## src/rtl/target_generator.sv

```systemverilog
// Food-target generator for the snake game: holds the live target, counts hits,
// and draws a fresh in-range coordinate from two free-running LFSRs after each hit.
module target_generator #(
  parameter logic [7:0] MaxX     = 8'd159,
  parameter logic [6:0] MaxY     = 7'd119,
  parameter logic [7:0] InitX    = 8'd60,
  parameter logic [6:0] InitY    = 7'd50,
  parameter logic [3:0] WinScore = 4'd10
) (
  input  logic        CLK,
  input  logic        RESET,
  input  logic [1:0]  MSM_State,
  input  logic        REACHED_TARGET,
  output logic [14:0] TARGET_ADDR,
  output logic        TARGET_VALID,
  output logic [3:0]  SCORE,
  output logic        WIN
);

  typedef enum logic [1:0] {IDLE, HOLD, SEARCH, DONE} state_t;

  localparam logic [7:0] LfsrXSeed = 8'hB5;
  localparam logic [6:0] LfsrYSeed = 7'h4A;

  state_t      state_reg, state_next;
  logic [7:0]  lfsr_x_reg;
  logic [6:0]  lfsr_y_reg;
  logic        reach_d_reg;
  logic [14:0] addr_reg, addr_next;
  logic [3:0]  score_reg, score_next;
  logic        win_reg, win_next;
  logic        valid_reg, valid_next;

  logic        hit;
  logic        in_game;
  logic [14:0] cand;
  logic        cand_ok;

  assign hit     = REACHED_TARGET & ~reach_d_reg;
  assign in_game = (MSM_State == 2'b01);
  assign cand    = {lfsr_x_reg, lfsr_y_reg};
  // A candidate equal to the current target would look like no change on screen.
  assign cand_ok = (lfsr_x_reg <= MaxX) && (lfsr_y_reg <= MaxY) && (cand != addr_reg);

  always_comb begin
    state_next = state_reg;
    addr_next  = addr_reg;
    score_next = score_reg;
    win_next   = win_reg;
    case (state_reg)
      IDLE: begin
        if (in_game) state_next = HOLD;
      end
      HOLD: begin
        if (!in_game) begin
          state_next = IDLE;
        end else if (hit) begin
          score_next = score_reg + 4'd1;
          if (score_reg + 4'd1 == WinScore) begin
            state_next = DONE;
            win_next   = 1'b1;
          end else begin
            state_next = SEARCH;
          end
        end
      end
      SEARCH: begin
        // Leaving GAME abandons the search and keeps the old target.
        if (!in_game) begin
          state_next = IDLE;
        end else if (cand_ok) begin
          addr_next  = cand;
          state_next = HOLD;
        end
      end
      DONE: begin
        state_next = DONE;
      end
      default: state_next = IDLE;
    endcase
    valid_next = (state_next == HOLD);
  end

  always_ff @(posedge CLK) begin
    if (RESET) begin
      state_reg   <= IDLE;
      lfsr_x_reg  <= LfsrXSeed;
      lfsr_y_reg  <= LfsrYSeed;
      reach_d_reg <= 1'b0;
      addr_reg    <= {InitX, InitY};
      score_reg   <= 4'd0;
      win_reg     <= 1'b0;
      valid_reg   <= 1'b0;
    end else begin
      state_reg   <= state_next;
      // Maximal-length taps; both registers free-run so any nonzero seed never reaches zero.
      lfsr_x_reg  <= {lfsr_x_reg[6:0], lfsr_x_reg[7] ^ lfsr_x_reg[5] ^ lfsr_x_reg[4] ^ lfsr_x_reg[3]};
      lfsr_y_reg  <= {lfsr_y_reg[5:0], lfsr_y_reg[6] ^ lfsr_y_reg[5]};
      reach_d_reg <= REACHED_TARGET;
      addr_reg    <= addr_next;
      score_reg   <= score_next;
      win_reg     <= win_next;
      valid_reg   <= valid_next;
    end
  end

  assign TARGET_ADDR  = addr_reg;
  assign TARGET_VALID = valid_reg;
  assign SCORE        = score_reg;
  assign WIN          = win_reg;

endmodule

```

## config.mk

```make
export PLATFORM = sky130hd
export DESIGN_NAME = target_generator
export DESIGN_NICKNAME = d
export VERILOG_FILES = /design/src/rtl/target_generator.sv
export SDC_FILE = /design/constraint.sdc
export NUM_CORES = 1
export LEC_CHECK = 0
export ABC_AREA = 1
export CAP_MARGIN = 40
export CORE_MARGIN = 5
export CORE_UTILIZATION = 40
export DETAILED_ROUTE_END_ITERATION = 16
export PLACE_DENSITY = 0.71
export SLEW_MARGIN = 25
export SYNTH_ARGS = -nofsm -noshare
export SYNTH_HDL_FRONTEND = slang
export SYNTH_SLANG_ARGS = --single-unit
```

## constraint.sdc

```tcl
create_clock -name CLK -period 2.4 [get_ports CLK]
set_input_delay 0.36 -clock CLK [delete_from_list [all_inputs] [get_ports CLK]]
set_output_delay 0.36 -clock CLK [all_outputs]
set_load 0.01 [all_outputs]
```

======== Yosys cells after proc, flatten, opt, wreduce, memory -nomap -nowiden ========
Cells that the tools add are included.
word-level totals
  flip-flop bits (word level) ............. 39
  input bits .............................. 5
  logic and storage cells ................. 37
  output and inout bits ................... 21
cells by class
  multiplexer cells ....................... 7
  magnitude comparators ................... 2
  equality and inequality tests ........... 7
  reduce and logical (&&, ||, !) cells .... 6
  $add $sub $neg .......................... 1
  bitwise logic cells ..................... 6
operator list
  operator                                                number
  != test 15 bit                                          1
  2-to-1 mux 2 bit                                        5
  less-or-equal comparator 8 bit (second input constant)  1
  case mux 2 bit (4 select lines)                         1
  less-or-equal comparator 7 bit (second input constant)  1
  equality test 2 x 1 -> 1 bit (second input constant)    3
  AND reduction 3 bit                                     2
  adder 4 x 1 -> 4 bit (second input constant)            1
  equality test 2 bit (second input constant)             2
  equality test 4 bit (second input constant)             1
  AND reduction 4 bit                                     1
  bitwise XOR 1 bit                                       4
  logical AND 1 bit                                       2
  zero test 2 bit                                         1
  AND 1 bit                                               1
  2-to-1 mux 1 bit                                        1
  inverter 1 bit                                          1

======== Depth between registers and ports, before layout ========
  depth after elaboration ................. 7
  depth in mapped cells ................... 12
  gate-level depth less buffers ........... 11

======== Least setup slack after synthesis ========
Ideal clock, no wire load.
  path kind ............................... register to register
  start ................................... register addr_reg[8], in the netlist TARGET_ADDR[8]
  end ..................................... register addr_reg[14], in the netlist TARGET_ADDR[14]
  buffers on the path ..................... 1
  clock period less this slack ............ 1.394 ns
  setup time .............................. 0.112 ns
  arrival ................................. 1.282 ns
  slack ................................... 1.006 ns
  stages on the path, launching flop included .. 13
  required time ........................... 2.288 ns
  cells stage by stage .................... dfxtp_1 inv_1 nand2_1 nand2_1 nor2_1 nand2_2 nor2_4 nand2_4 nand3_4 buf_8 nand2_1 nand2_1 nor2_2
on the way
  word-level cells in the longest chain between the ends .. 3
RTL lines
  what                                  line  RTL
  start, declared                       29    logic [14:0] addr_reg, addr_next;
  start signal, assigned                90    addr_reg <= {InitX, InitY};
  start signal, assigned                100   addr_reg <= addr_next;
  != test 15 bit                        43    assign cand_ok = (lfsr_x_reg <= MaxX) && (lfsr_y_reg <= MaxY) && (cand != addr_reg);
  logical AND 1 bit                     43
  AND reduction 3 bit (no source line)  --
Every way passes these cells.
A chain may end at the register's enable or synchronous reset.

======== Final worst setup path ========
  start ................................... register score_reg[0], in the netlist SCORE[0]
  end ..................................... output port SCORE[0]
RTL lines
  what                    line  RTL
  start, declared         30    logic [3:0] score_reg, score_next;
  start signal, assigned  101   score_reg <= score_next;
  end, declared           16    output logic [3:0] SCORE,
No word-level cell between the ends.

==> impl_results.md <==
* Status: complete, no violations
* Power per Cell Area at 564 nW/um2
* Post-route ant nets at 0
* Fin nets at 295
* Port-buffer cells at 25
* Die ar. at 5930 um2
* Top-area cell type share of the netlist area at 43.5%
* RR Startpoint: lfsr_y_reg[5]$_SDFF_PP0_
* Critical Path End: SCORE[0]
* Syn Inst Count at 257
* Tcrit/Tclk final at 69.7%
* Clk_lat worst skew at 290 ps
* Synth area leaders: dfxtp_1 (43%), nand2_1 (18%), inv_1 (7.1%)
* CTS H-tree depth at 2
* Ys flop type: dfxtp_1
* Hold Path Origin: lfsr_x_reg[1]$_SDFF_PP0_
* Critical Path Source: SCORE[0]$_SDFFE_PP0P_
* CP endpoint kind: primary output
* Register-to-Register Path Depth at 7
* Final Max Slew Viols at 0
* Hold crit path type: reg -> reg
* Post-CTS Hold Buffers at 0
* Net count after synthesis at 265
* Final HPWL from detailed placement at 2.50 mm
* Inserted Diodes at 0
* Pwr Total at 1230 uW
* Worst r2r dst: TARGET_ADDR[7]$_SDFFE_PP0P_
* Clock edge transition at the registers on the reported setup and hold paths at 70 ps
* Reg2Reg Setup Slack at 820 ps
* Peak supply drop at 0.000290 V
* Wire per inst at 10.2 um
* Synth unique cells at 25
* Final Core Density at 50.0%
* Tmin final at 1670 ps
* Largest net degree at the start of global routing at 25
* Die X-Extent at 77.0 um
* GP Congestion at 0.810
* Routed wire length at 3.46 mm
* First-pass GRT wire length at 6.00 mm
* Most frequent cells after synthesis: nand2_1 (85), dfxtp_1 (39), inv_1 (34)
* Synth Warn # at 0
* Startpoint types: flop
* Via density at 4.52
* Max reg flops at 15
* Hold Fails Final Rpt at 0
* Sum of buffers and inverters on the critical path at 1
* Largest fanout on the critical path at 6
* DRC Markers at 0
* Fraction of layout cells with a size suffix above 1 at 9.72%
* Vias in the first global route at 1417
* Max clock buf depth at 2
* Static Leak at 0.00113 uW
* I/O pins at 26
* Die height at 77.0 um
* Drt pass-1 iters at 4
* Final Skew at 6.02 ps
* Seq cells post-synth at 39
* Critical-path top delay cell: clkdlybuf4s50_1
* CP Data Arrival Time at 1310 ps
* Root buffer cell: clkbuf_8
* Unrepaired setup endpoints after global routing: false
* Fin Setup TNS at 0 ps
* Post-CTS sizing at 0
* Max frequency at 0.598 GHz
* Max cap viols at 0
* CP cell instances: clkdlybuf4s50_1
* Clock sinks at 39
* Relative slew slack at 79.8%
* Starting Density at 41.3%
* CP max stage delay at 580 ps
* Worst Max-Slew Pin Slew at 303 ps
* Synth Cell Area at 1800 um2
* Pre-CTS setup slack at 585 ps
* WP depth at 1
* Initial DRC Count at 56
* Setup bufs post-CTS at 0
* All-Layer GR Usage at 12.5%
* Initial antenna violation count at 0
* Synth Area per Inst at 6.99 um2
* Final setup fails at 0
* Most frequent cell after synthesis: nand2_1
* Area delta synth->final at 21.2%
* Setup CP Type: reg -> out
* Worst setup margin at 727 ps
* Via count at 1537
* Inserted Clock Buffers at 5
* Site Rows at 24
* Area leader, netlist: dfxtp_1
* Register area share after synthesis at 43.5%
* CTS tree: yes
* Crit path max-delay family: buffers and inverters
* Number of flops mapped to enable cells by yosys at 0
* Core Region at 4350 um2
* GR Overflow Total at 0
* Post-synth ARST share at 0%
* WP data required at 2040 ps
-- power by group --
group / internal [uW] / total [uW] / switching (uW)
Sequential: 672 / 697 / 25.1
Combinational: 44.3 / 107 / 63.0
Clock: 204 / 424 / 220
Total: 920 / 1230 / 308
-- per-stage QoR --
stage	area (um2)	instances	hold slack (ps)
6_report	2180	340	473
4_1_cts	2180	340	476
3_5_place_dp	2100	332	458
2_1_floorplan	1800	257	437
5_1_grt	2180	340	509
3_3_place_gp	2100	332	452
-- kinds of logic after synthesis --
logic type | after synthesis | synth area share [%]
and+or+nand+nor | 152 | 37.3
buffers and inverters | 43 | 10.0
DFF | 39 | 43.5
AOI/OAI and AO/OA | 14 | 4.18
xor gates and xnor gates | 6 | 2.92
adders and majority gates | 3 | 2.09
-- layout by cell type, fill, tap and decap left out --
cell,count
xnor2_1,4
xor2_1,2
buf_4,3
ha_1,3
a211oi_1,1
inv_2,4
or2_2,1
nand4_1,9
o21ai_0,4
nor2_2,9
dfxtp_1,39
nand2_4,1
a21oi_1,8
clkdlybuf4s50_1,25
clkinv_2,1
nand3_1,10
clkbuf_8,5
nor3_1,1
inv_1,34
nand3_4,1
nor2_4,2
o21a_1,1
clkbuf_1,2
nor2_1,32
nand2_1,85
nand2_2,1
-- final cells by class --
| type | count | area, um2 |
|---|---|---|
| flip-flops and latches | 39 | 781 |
| clock buffers | 7 | 76.3 |
| repair buffers | 28 | 273 |
| fillers | 428 | 2180 |
| multi-input cells | 175 | 836 |
| clock inverters | 1 | 5.00 |
| inverters | 38 | 143 |
| well taps | 52 | 65.1 |
-- how the worst min path moves through the flow --
stage                                     endpoint  slack, ps  cells past startpoint
after CTS                 lfsr_x_reg[2]$_SDFF_PP1_        480                      2
after global routing      lfsr_x_reg[3]$_SDFF_PP0_        510                      2
final                     lfsr_x_reg[2]$_SDFF_PP1_        470                      2
after detailed placement  lfsr_x_reg[2]$_SDFF_PP1_        460                      2
after floorplan           lfsr_x_reg[3]$_SDFF_PP0_        440                      2
after global placement            WIN$_SDFFE_PP0P_        450                      1
-- layer usage --
metal  track usage [%]  wire [um]
met1              15.0       1650
met2              20.3       1570
met3              3.28        166
met4              6.70         74
met5                 0          0
(Power assumes the default switching activity.)
